$ cat config.mk
export PLATFORM = sky130hd
export DESIGN_NAME = nibble_serial_adder
export DESIGN_NICKNAME = d
export VERILOG_FILES = /design/src/rtl/nibble_serial_adder.sv
export SDC_FILE = /design/constraint.sdc
export NUM_CORES = 1
export LEC_CHECK = 0
export ABC_AREA = 1
export BUFFER_PORTS_ARGS = -buffer_cell sky130_fd_sc_hd__buf_4
export CAP_MARGIN = 15
export CORE_UTILIZATION = 35
export CTS_CLUSTER_DIAMETER = 80
export DETAILED_ROUTE_END_ITERATION = 16
export SLEW_MARGIN = 20
export SYNTH_ARGS = -nofsm -noshare
export SYNTH_HDL_FRONTEND = slang
export SYNTH_SLANG_ARGS = --single-unit
$ cat constraint.sdc
create_clock -name clk -period 2.6 [get_ports clk]
set_input_delay 0.65 -clock clk [delete_from_list [all_inputs] [get_ports clk]]
set_output_delay 0.65 -clock clk [all_outputs]
set_load 0.01 [all_outputs]
$ cat src/rtl/nibble_serial_adder.sv
// nibble_serial_adder: WIDTH-bit adder that reuses one 4-bit ripple-carry
// slice over WIDTH/4 clock cycles, with valid/ready handshakes on both sides.
// The rca slice is kept in this file so the block elaborates on its own.

module rca (
    input  logic [3:0] a_i,
    input  logic [3:0] b_i,
    input  logic       c_i,
    output logic [3:0] s_o,
    output logic       c_o
);
    logic [4:0] c;

    // Bit-by-bit ripple of the carry through the 4-bit slice.
    always_comb begin
        c    = '0;
        s_o  = '0;
        c[0] = c_i;
        for (int i = 0; i < 4; i++) begin
            s_o[i]   = a_i[i] ^ b_i[i] ^ c[i];
            c[i + 1] = (a_i[i] & b_i[i]) | (c[i] & (a_i[i] ^ b_i[i]));
        end
        c_o = c[4];
    end
endmodule

module nibble_serial_adder #(
    parameter int WIDTH = 16
) (
    input  logic             clk,
    input  logic             rst_n,
    input  logic             in_valid,
    output logic             in_ready,
    input  logic [WIDTH-1:0] a,
    input  logic [WIDTH-1:0] b,
    input  logic             cin,
    output logic             out_valid,
    input  logic             out_ready,
    output logic [WIDTH-1:0] sum,
    output logic             cout,
    output logic             overflow
);
    localparam int N  = WIDTH / 4;
    localparam int IW = (N > 1) ? $clog2(N) : 1;

    typedef enum logic [1:0] {
        IDLE = 2'd0,
        RUN  = 2'd1,
        DONE = 2'd2
    } state_t;

    state_t           state_q, state_d;
    logic [IW-1:0]    idx_q, idx_d;
    logic [WIDTH-1:0] a_sh_q, a_sh_d;
    logic [WIDTH-1:0] b_sh_q, b_sh_d;
    logic [WIDTH-1:0] res_sh_q, res_sh_d;
    logic             carry_q, carry_d;
    logic             amsb_q, amsb_d;
    logic             bmsb_q, bmsb_d;
    logic [WIDTH-1:0] sum_q, sum_d;
    logic             cout_q, cout_d;
    logic             ovf_q, ovf_d;

    logic [3:0]       sl_s;
    logic             sl_c;
    logic             last;
    logic [WIDTH-1:0] assembled;

    rca u_rca (
        .a_i (a_sh_q[3:0]),
        .b_i (b_sh_q[3:0]),
        .c_i (carry_q),
        .s_o (sl_s),
        .c_o (sl_c)
    );

    // The slice sum enters at the top, so after N shifts slice 0 sits at the bottom.
    assign last      = (idx_q == IW'(N - 1));
    assign assembled = {sl_s, res_sh_q[WIDTH-1:4]};

    assign sum      = sum_q;
    assign cout     = cout_q;
    assign overflow = ovf_q;

    // Next-state, handshake outputs and datapath next values.
    always_comb begin
        state_d   = state_q;
        idx_d     = idx_q;
        a_sh_d    = a_sh_q;
        b_sh_d    = b_sh_q;
        res_sh_d  = res_sh_q;
        carry_d   = carry_q;
        amsb_d    = amsb_q;
        bmsb_d    = bmsb_q;
        sum_d     = sum_q;
        cout_d    = cout_q;
        ovf_d     = ovf_q;
        in_ready  = 1'b0;
        out_valid = 1'b0;

        case (state_q)
            IDLE: begin
                // in_ready is forced low while reset is held.
                in_ready = rst_n;
                if (in_valid) begin
                    state_d = RUN;
                    a_sh_d  = a;
                    b_sh_d  = b;
                    carry_d = cin;
                    idx_d   = '0;
                    amsb_d  = a[WIDTH-1];
                    bmsb_d  = b[WIDTH-1];
                end
            end
            RUN: begin
                a_sh_d   = a_sh_q >> 4;
                b_sh_d   = b_sh_q >> 4;
                res_sh_d = assembled;
                carry_d  = sl_c;
                idx_d    = idx_q + IW'(1);
                if (last) begin
                    state_d = DONE;
                    idx_d   = '0;
                    sum_d   = assembled;
                    cout_d  = sl_c;
                    ovf_d   = (amsb_q == bmsb_q) & (assembled[WIDTH-1] != amsb_q);
                end
            end
            DONE: begin
                out_valid = 1'b1;
                if (out_ready) begin
                    state_d = IDLE;
                end
            end
            default: begin
                state_d = IDLE;
            end
        endcase
    end

    // Control state and result registers; reset aborts any operation in flight.
    always_ff @(posedge clk) begin
        if (!rst_n) begin
            state_q <= IDLE;
            idx_q   <= '0;
            sum_q   <= '0;
            cout_q  <= 1'b0;
            ovf_q   <= 1'b0;
        end else begin
            state_q <= state_d;
            idx_q   <= idx_d;
            sum_q   <= sum_d;
            cout_q  <= cout_d;
            ovf_q   <= ovf_d;
        end
    end

    // Operand, partial-result and carry registers; always reloaded before use.
    always_ff @(posedge clk) begin
        a_sh_q   <= a_sh_d;
        b_sh_q   <= b_sh_d;
        res_sh_q <= res_sh_d;
        carry_q  <= carry_d;
        amsb_q   <= amsb_d;
        bmsb_q   <= bmsb_d;
    end
endmodule

Word-level counts from Yosys, hierarchy flattened
Cells that the tools add are included.
{"block": "word_totals", "output_inout_bits": 20, "wordCells": 62, "in_bits": 37, "regBits": 73}
{"block": "classes", "bitwise_logic": 21, "muxes": 15, "addsub": 1, "n_eq_ne": 8, "reduce_logical": 6}
{"cell": "16-bit case mux with 2 select lines", "count": 2}
{"cell": "16-bit two-way mux", "count": 2}
{"cell": "2-bit two-way mux", "count": 5}
{"cell": "1-bit bitwise AND", "count": 9}
{"cell": "1-bit XOR", "count": 8}
{"cell": "2-bit inequality test (second input constant)", "count": 3}
{"cell": "2-bit case mux with 3 select lines", "count": 1}
{"cell": "2-bit AND reduction", "count": 3}
{"cell": "2-bit equality test (second input constant)", "count": 2}
{"cell": "1-bit bitwise OR", "count": 4}
{"cell": "2-bit case mux with 2 select lines", "count": 1}
{"cell": "1-bit two-way mux", "count": 3}
{"cell": "3-bit AND reduction", "count": 1}
{"cell": "2-bit by 1-bit adder with 2-bit output (second input constant)", "count": 1}
{"cell": "2-bit by 1-bit equality test with 1-bit output (second input constant)", "count": 1}
{"cell": "2-bit zero test", "count": 1}
{"cell": "1-bit case mux with 2 select lines", "count": 1}
{"cell": "2-bit nonzero test", "count": 1}
{"cell": "1-bit equality test", "count": 1}
{"cell": "1-bit inequality test", "count": 1}

Logic depth before layout (Yosys ltp)
Gate-level depths: netlist of the first run.
{"block": "logic_depth", "ltp_word": 10, "ltp_mapped": 12}

By module
Synthesis of the first run repeated with hierarchy kept, for this count alone.
{"block": "hier_totals", "hier_cells": 273, "area_unflattened_um2": 2865.2}
{"mod": "nibble_serial_adder", "cells_per_inst": 259, "seq_area_each_um2": 1851.8, "area_each_um2": 2747.6, "n_inst": 1}
{"mod": "rca", "cells_per_inst": 14, "seq_area_each_um2": 0.0, "area_each_um2": 117.6, "n_inst": 1}

Least setup slack after synthesis of the first run
OpenSTA, ideal clock, no wires.
{"block": "synth_path", "path_kind": "register to register", "start": "register a_sh_q[0]", "end": "register ovf_q (netlist: overflow)", "path_stages_with_launch": 13, "setup_time_ns": 0.064, "arrival_time_ns": 2.179, "n_path_buf": 0, "t_required_ns": 2.536, "path_slack_ns": 0.357, "cell_sequence": "edfxtp_1 -> fa_1 -> inv_1 -> fa_1 -> inv_1 -> fa_1 -> inv_1 -> fa_1 -> nor2_1 -> nand2_1 -> nand2_1 -> nor2_1 -> nor2_1"}
{"block": "synth_between", "elab_chain_cells": 10, "word_cells_on_any_way": 11}
{"element": "start: declaration", "line": "54", "rtl": "logic [WIDTH-1:0] a_sh_q, a_sh_d;"}
{"element": "start signal: assignment", "line": "160", "rtl": "a_sh_q <= a_sh_d;"}
{"element": "1-bit XOR", "line": "21", "rtl": "c[i + 1] = (a_i[i] & b_i[i]) | (c[i] & (a_i[i] ^ b_i[i]));"}
{"element": "1-bit bitwise AND", "line": "21"}
{"element": "1-bit bitwise OR *", "line": "21"}
{"element": "1-bit bitwise AND *", "line": "21"}
{"element": "1-bit bitwise OR *", "line": "21"}
{"element": "1-bit bitwise AND *", "line": "21"}
{"element": "1-bit bitwise OR *", "line": "21"}
{"element": "1-bit XOR *", "line": "20", "rtl": "s_o[i] = a_i[i] ^ b_i[i] ^ c[i];"}
{"element": "1-bit inequality test *", "line": "126", "rtl": "ovf_d = (amsb_q == bmsb_q) & (assembled[WIDTH-1] != amsb_q);"}
{"element": "1-bit bitwise AND *", "line": "126"}
{"element": "end signal: assignment", "line": "154", "rtl": "ovf_q <= ovf_d;"}
{"element": "end: declaration", "line": "62", "rtl": "logic ovf_q, ovf_d;"}
Mark *: on every way between the ends. The rest lies on a longest branch, timed or not.
A chain may end at the register's enable or synchronous reset.

Final worst setup path of the first run
Same ends and word-level chain as after synthesis.

==> results of run 1 <==
cell families after synthesis:
| group | count (synthesis) | share of synthesized area (%) |
|---|---|---|
| DFF | 69 | 66.55 |
| adders and majority gates | 5 | 3.327 |
| and+or+nand+nor | 136 | 19.51 |
| AOI/OAI and AO/OA | 23 | 4.137 |
| buffers and inverters | 41 | 6.475 |
power groups by stage:
stage	sequential (W)	combinational (W)	clock, W
floorplan	0.00133	0.000153	0
global placement	0.00134	0.000229	0
detailed placement	0.00134	0.000233	0
CTS	0.00132	0.000235	0.000973
global route	0.00133	0.000270	0.00102
finish	0.00132	0.000231	0.000945
per-layer routing:
layer / up-vias / GRT usage, % / share of wire (%)
li1: 1000 / - / -
met1: 865 / 15.49 / 45
met2: 54 / 20.52 / 46
met3: 6 / 7.035 / 7.7
met4: 0 / 3.968 / 1.3
met5: - / 0 / 0
flip-flops by register name, indices dropped and copies added (netlist names):
signal,cells
idx_q,2
bmsb_q,1
b_sh_q,16
overflow,1
amsb_q,1
res_sh_q,12
state_q,2
a_sh_q,16
carry_q,1
sum,16
cout,1
critical path: cells and delay by family (launching register included):
kind | cells | cell delay, ns
flip-flops | 1 | 0.39
AND/OR/NAND/NOR | 5 | 0.35
buffers and inverters | 3 | 0.20
adder cells (fa/ha/maj) | 4 | 1.39
worst min-delay path by stage:
stage / end / start / slack [ns]
6_report: res_sh_q[8] / res_sh_q[12] / 0.45
5_1_grt: res_sh_q[8] / res_sh_q[12] / 0.46
4_1_cts: res_sh_q[8] / res_sh_q[12] / 0.45
3_5_place_dp: res_sh_q[8] / res_sh_q[12] / 0.43
3_3_place_gp: res_sh_q[9] / res_sh_q[13] / 0.43
2_1_floorplan: res_sh_q[10] / res_sh_q[14] / 0.43
layout by cell type, fill, tap and decap left out:
cell	netlist	final
inv_1	26	26
clkbuf_16	0	2
nand3_1	19	19
clkinv_2	0	2
nor2_4	1	1
clkbuf_1	2	2
o21ai_0	2	2
dfxtp_1	22	22
fa_1	4	4
inv_2	2	2
nand2_1	101	101
a21oi_1	21	21
edfxtp_1	47	47
clkbuf_8	0	9
bufinv_16	0	1
nor2_1	14	14
ha_1	1	1
buf_4	0	61
nor3_1	1	1
timing repair:
item                       CTS  global route
setup buffers                0             0
hold buffers                 0             0
setup endpoints to repair    0             1
cell type report:
class,instances,area share [%]
tap,102,3.631
clock buffer,13,5.162
clock inverter,3,1.139
sequential,69,52.69
timing repair buffer,61,13.03
inverter,28,2.990
multi-input combinational,164,21.36
metrics by stage:
| stage | hold WS (ns) | cell area [um^2] | utilization (%) |
|---|---|---|---|
| global route | 0.4561 | 3515 | 45.48 |
| finish | 0.4522 | 3515 | 45.48 |
| detailed placement | 0.4341 | 3293 | 42.62 |
| floorplan | 0.4273 | 2783 | - |
| CTS | 0.4524 | 3515 | 45.48 |
| global placement | 0.4299 | 3293 | 42.62 |
==> summary.txt, run 1 <==
Synth
  • Ys async rst share: 0%
  • Syn avg cell area: 10.16 um^2
  • Cells after Synth: 274
  • Mapped Area: 2783 um^2
  • Cell with the most instances after synthesis: nand2_1
  • Post-synth EDFFs: 47
  • Main synth FF type: edfxtp_1
  • Top cells by count, synth: nand2_1, edfxtp_1, inv_1
  • Largest area contributor in the netlist: edfxtp_1
  • Top cell type's share of synthesized area: 50.72%
  • Syn nets: 316
  • Netlist cell types: 16
  • FF+latch count, synth: 69
  • Synth top area cells: edfxtp_1, dfxtp_1, nand2_1
  • Yosys warns: 0
  • Seq/Total Area, Yosys: 66.55%

Clock tree
  • CTS H-tree depth: 3
  • CTS resizes: 0
  • Clk_lat worst skew: 0.34 ns
  • Clock slew at reported path FFs: 0.07 ns
  • TritonCTS clock tree: built
  • CTS sink count: 69
  • CTS Buf Count: 9
  • CTS root buf: clkbuf_8
  • Clk buf depth: 2

Power and ir drop
  • Comb pwr share: 9.3%
  • Pwr Density: 709.2 nW/um^2
  • Power share of the clock group: 37.9%
  • Pwr Total: 0.002493 W
  • Leak: 1.541 nW
  • Sw frac: 22.19%
  • Peak supply drop: 0.0003629 V
  • P_int: 0.001939 W
  • Sequential share of power: 52.8%
  • Net Sw Power: 0.0005532 W

Global routing
  • First-pass GRT wire length: 8245 um
  • Initial antenna violation count: 0
  • Pin count of the biggest net entering global routing: 34
  • GRT overflow: 0
  • Vias in the first global route: 1809
  • GRT Overall Usage: 13.10%

Die
  • # IOs: 57
  • Die Y: 91.17 um
  • Starting Density: 36.01%
  • Die area: 8311 um^2
  • FP Rows: 32
  • CORE AREA: 7727 um^2
  • Die extent in x: 91.17 um

Place
  • # placed instances: 424
  • Port bufs: 56
  • HPWL after DPL: 3072 um
  • Dpl ws: 0.1879 ns
  • Global placer's final weighted congestion: 0.6956

Critical path
  • CP arrival: 2.66 ns
  • Critical Path RT: 2.88 ns
  • Crit-path max FO: 3
  • Crit-path most repeated cell: fa_1
  • CP cell instances: fa_1 -> inv_1 -> fa_1 -> inv_1 -> fa_1 -> inv_1 -> fa_1 -> nor2_1 -> nand2_1 -> nand2_1 -> nor2_1 -> nor2_1
  • CP endpoint kind: register
  • Crit path from: a_sh_q[0]
  • Startpoint Class: register
  • Reg2reg setup slack: 0.22 ns
  • Max incr delay on CP: 0.44 ns
  • Critical Path Sink: overflow
  • Reg2reg path depth: 12
  • Worst R2R End: overflow
  • R2R Path Start: a_sh_q[0]
  • Slowest cell on the critical path: fa_1
  • WS Path Type: register to register

Finish
  • Non-Filler Instances: 440
  • Fill count: 746
  • Area of the multi-input gates: 750.7 um^2
  • Final nets: 375
  • Layout cells sized above 1: 23.08%
  • Area delta synth->final: 26.30%
  • Ant. Diodes: 0
  • Sequential cell area: 1852 um^2

STA
  • RSZ-0062 raised after global routing: no
  • Max Slew Vio Count: 0
  • Relative slew margins: 46.46%
  • Fin worst setup slack: 0.2158 ns
  • Final Hold Fails: 0
  • Clock skew: 0.009371 ns
  • Fmax: 419.4 MHz
  • Final Cycle Share: 91.70%
  • Final setup fails: 0
  • Slew @ Worst Pin: 0.8009 ns
  • Setup TNS: 0 ns
  • Final Critical Period: 2.384 ns

Route
  • DRT Wirelength: 4911 um
  • Wire per inst: 11.16 um
  • Pre-antenna DRT Iters: 4
  • Routed via count: 1925
  • Routed Antenna Nets: 0
  • Drt initial violations: 95
  • DRC: 0
  • Vias per cell: 4.375

Worst hold path
  • Hold depth: 0
  • Worst min path class: register to register

Job
  • Max Cap Violations: 0

Run status
  • Run status: complete, no violations
(Power assumes the default switching activity.)
==> run 2: changes to the inputs <==
--- a/config.mk
+++ b/config.mk
@@ -6,9 +6,11 @@
 export NUM_CORES = 1
 export LEC_CHECK = 0
 export ABC_AREA = 1
+export ABC_CLOCK_PERIOD_IN_PS = 2600
 export BUFFER_PORTS_ARGS = -buffer_cell sky130_fd_sc_hd__buf_4
 export CAP_MARGIN = 15
 export CORE_UTILIZATION = 35
+export CTS_BUF_LIST = sky130_fd_sc_hd__clkbuf_8
 export CTS_CLUSTER_DIAMETER = 80
 export DETAILED_ROUTE_END_ITERATION = 16
 export SLEW_MARGIN = 20
==> run 2 against run 1 <==
  * Critical path depth is the same
  * Sequential cell count stayed put
  * Sequential power hardly changed
  * Non-clock buffer count did not move
  * Via count up 0.42%
  * First-iteration DRC count unchanged
  * Clock power increased by 7%
  * Sequential share of layout area fell by 0.15 points
  * Clock-buffer cell count down 4
  * Worst hold slack about the same
  * Die area is the same
  * Wire length is 0.35% higher
==> summary.txt, run 2 (synthesis results as in run 1) <==
Route
  • DRT Wirelength: 4928 um (+0.35%)
  • Routed via count: 1933 (+0.42%)
  • Drt initial violations: 95 (unchanged)
  • Routed Antenna Nets: 0 (unchanged)
  • DRC: 0 (unchanged)
  • Pre-antenna DRT Iters: 4 (unchanged)
  • Wire per inst: 11.20 um (+0.35%)
  • Vias per cell: 4.393 (+0.42%)

Power and ir drop
  • Leak: 1.552 nW (+0.77%)
  • Pwr Total: 0.002562 W (+2.8%)
  • Peak supply drop: 0.0003734 V (+2.9%)
  • Pwr Density: 726.9 nW/um^2 (+2.5%)

Place
  • Dpl ws: 0.1879 ns (unchanged)
  • Global placer's final weighted congestion: 0.6956 (unchanged)
  • Port bufs: 56 (unchanged)
  • HPWL after DPL: 3072 um (unchanged)

Clock tree
  • Clk_lat worst skew: 0.34 ns (about the same)
  • CTS Buf Count: 9 (unchanged)
  • CTS H-tree depth: 3 (unchanged)
  • Post-CTS Hold Fix Bufs: 0 (unchanged)
  • TritonCTS clock tree: built
  • Clock slew at reported path FFs: 0.07 ns (about the same)
  • Clk buf depth: 2 (unchanged)
  • Postcts setup bufs: 0 (unchanged)
  • CTS sink count: 69 (unchanged)
  • CTS resizes: 0 (unchanged)
  • CTS root buf: clkbuf_8

Finish
  • Most common cell after layout, fill and taps aside: nand2_1
  • Layout cells sized above 1: 23.08% (unchanged)
  • Fill count: 744 (-0.27%)
  • Most frequent cells in the layout: nand2_1, buf_4, edfxtp_1
  • Area delta synth->final: 26.66%
  • Ant. Diodes: 0 (unchanged)
  • Final Core Density: 45.61% (+0.13 points)
  • Final nets: 375 (unchanged)

STA
  • Final setup fails: 0 (unchanged)
  • Setup TNS: 0 ns (unchanged)
  • RSZ-0062 raised after global routing: no
  • Relative slew margins: 46.13% (-0.33 points)
  • Slew @ Worst Pin: 0.8058 ns (+0.004884 ns)
  • Fmax: 419.4 MHz (about the same)
  • Clock skew: 0.01017 ns (+0.0007969 ns)
  • Max Slew Vio Count: 0 (unchanged)
  • Min Hold Slack: 0.4522 ns (+0.00001400 ns)
  • Final Critical Period: 2.384 ns (+0.0002840 ns)
  • Final Cycle Share: 91.71% (about the same)
  • Final Hold Fails: 0 (unchanged)
  • Fin worst setup slack: 0.2155 ns (-0.0002840 ns)

Die
  • FP Rows: 32 (unchanged)
  • CORE AREA: 7727 um^2 (unchanged)
  • Die Y: 91.17 um (unchanged)
  • Die extent in x: 91.17 um (unchanged)
  • Starting Density: 36.01% (unchanged)
  • # IOs: 57 (unchanged)
  • Die area: 8311 um^2 (unchanged)

Critical path
  • Worst path top cell family by delay: adder cells
  • CP arrival: 2.66 ns (about the same)
  • Startpoint Class: register
  • Critical Path RT: 2.88 ns (about the same)
  • CP Buf/Inv Count: 3 (unchanged)
  • Max incr delay on CP: 0.44 ns (about the same)
  • CP cell instances: fa_1 -> inv_1 -> fa_1 -> inv_1 -> fa_1 -> inv_1 -> fa_1 -> nor2_1 -> nand2_1 -> nand2_1 -> nor2_1 -> nor2_1
  • CP endpoint kind: register
  • Crit-path max FO: 3 (unchanged)
  • WS Path Type: register to register
  • Crit-path most repeated cell: fa_1
  • Slowest cell on the critical path: fa_1

Global routing
  • Vias in the first global route: 1818 (+0.50%)
  • GRT Overall Usage: 13.15% (+0.054 points)
  • Initial antenna violation count: 0 (unchanged)
  • Pin count of the biggest net entering global routing: 34 (unchanged)
  • GRT overflow: 0 (unchanged)
  • First-pass GRT wire length: 8280 um (+0.42%)

Run status
  • Run status: complete, no violations

Worst hold path
  • Worst min path class: register to register

Job
  • Max Cap Violations: 0 (unchanged)
## run 2: cell count changes in the layout (fill, tap and decap cells not counted), sizes merged
cell / change
bufinv: +2
inv: +2
clkbuf: -4
## run 2: routing by layer
metal / track usage (%) / vias up / part of all wire [%]
li1: - / 1000 / -
met1: 15.54 / 873 / 45
met2: 20.64 / 54 / 46
met3: 7.035 / 6 / 7.4
met4: 3.968 / 0 / 1.3
met5: 0 / - / 0
## run 2: path summary, 6_finish.rpt
check / slack (ns) / endpoint / from / cells after the start
setup / recovery: 0.22 / overflow / a_sh_q[0] / 12
setup reg to reg: 0.22 / overflow / a_sh_q[0] / 12
hold reg to reg: 0.45 / res_sh_q[8] / res_sh_q[12] / 0
hold / removal: 0.45 / res_sh_q[8] / res_sh_q[12] / 0
## run 2: worst reg2reg max path, cell delays in order, from the launching register on
cell      delay, ns
edfxtp_1       0.39
fa_1           0.44
inv_1          0.08
fa_1           0.16
inv_1          0.05
fa_1           0.35
inv_1          0.07
fa_1           0.44
nor2_1         0.10
nand2_1        0.05
nand2_1        0.05
nor2_1         0.04
nor2_1         0.11
## run 2: per-stage QoR
stage / area (um^2) / cells
global placement: 3293 / 424
detailed placement: 3293 / 424
floorplan: 2783 / 274
global route: 3525 / 440
finish: 3525 / 440
CTS: 3525 / 440
## run 2: cell type report
| cell class | instances | area (um^2) | share of cell area [%] |
|---|---|---|---|
| Clock buffer | 9 | 123.9 | 3.514 |
| Clock inverter | 7 | 107.6 | 3.053 |
| Inverter | 28 | 105.1 | 2.982 |
| Multi-Input combinational cell | 164 | 750.7 | 21.30 |
| Sequential cell | 69 | 1852 | 52.54 |
| Tap cell | 102 | 127.6 | 3.621 |
| Timing Repair Buffer | 61 | 457.9 | 12.99 |
## run 2: power breakdown
part | switching, W | internal, W
clock | 0.000387 | 0.000627
combinational | 0.000137 | 0.0000943
sequential | 0.0000295 | 0.00129
total | 0.000553 | 0.00201
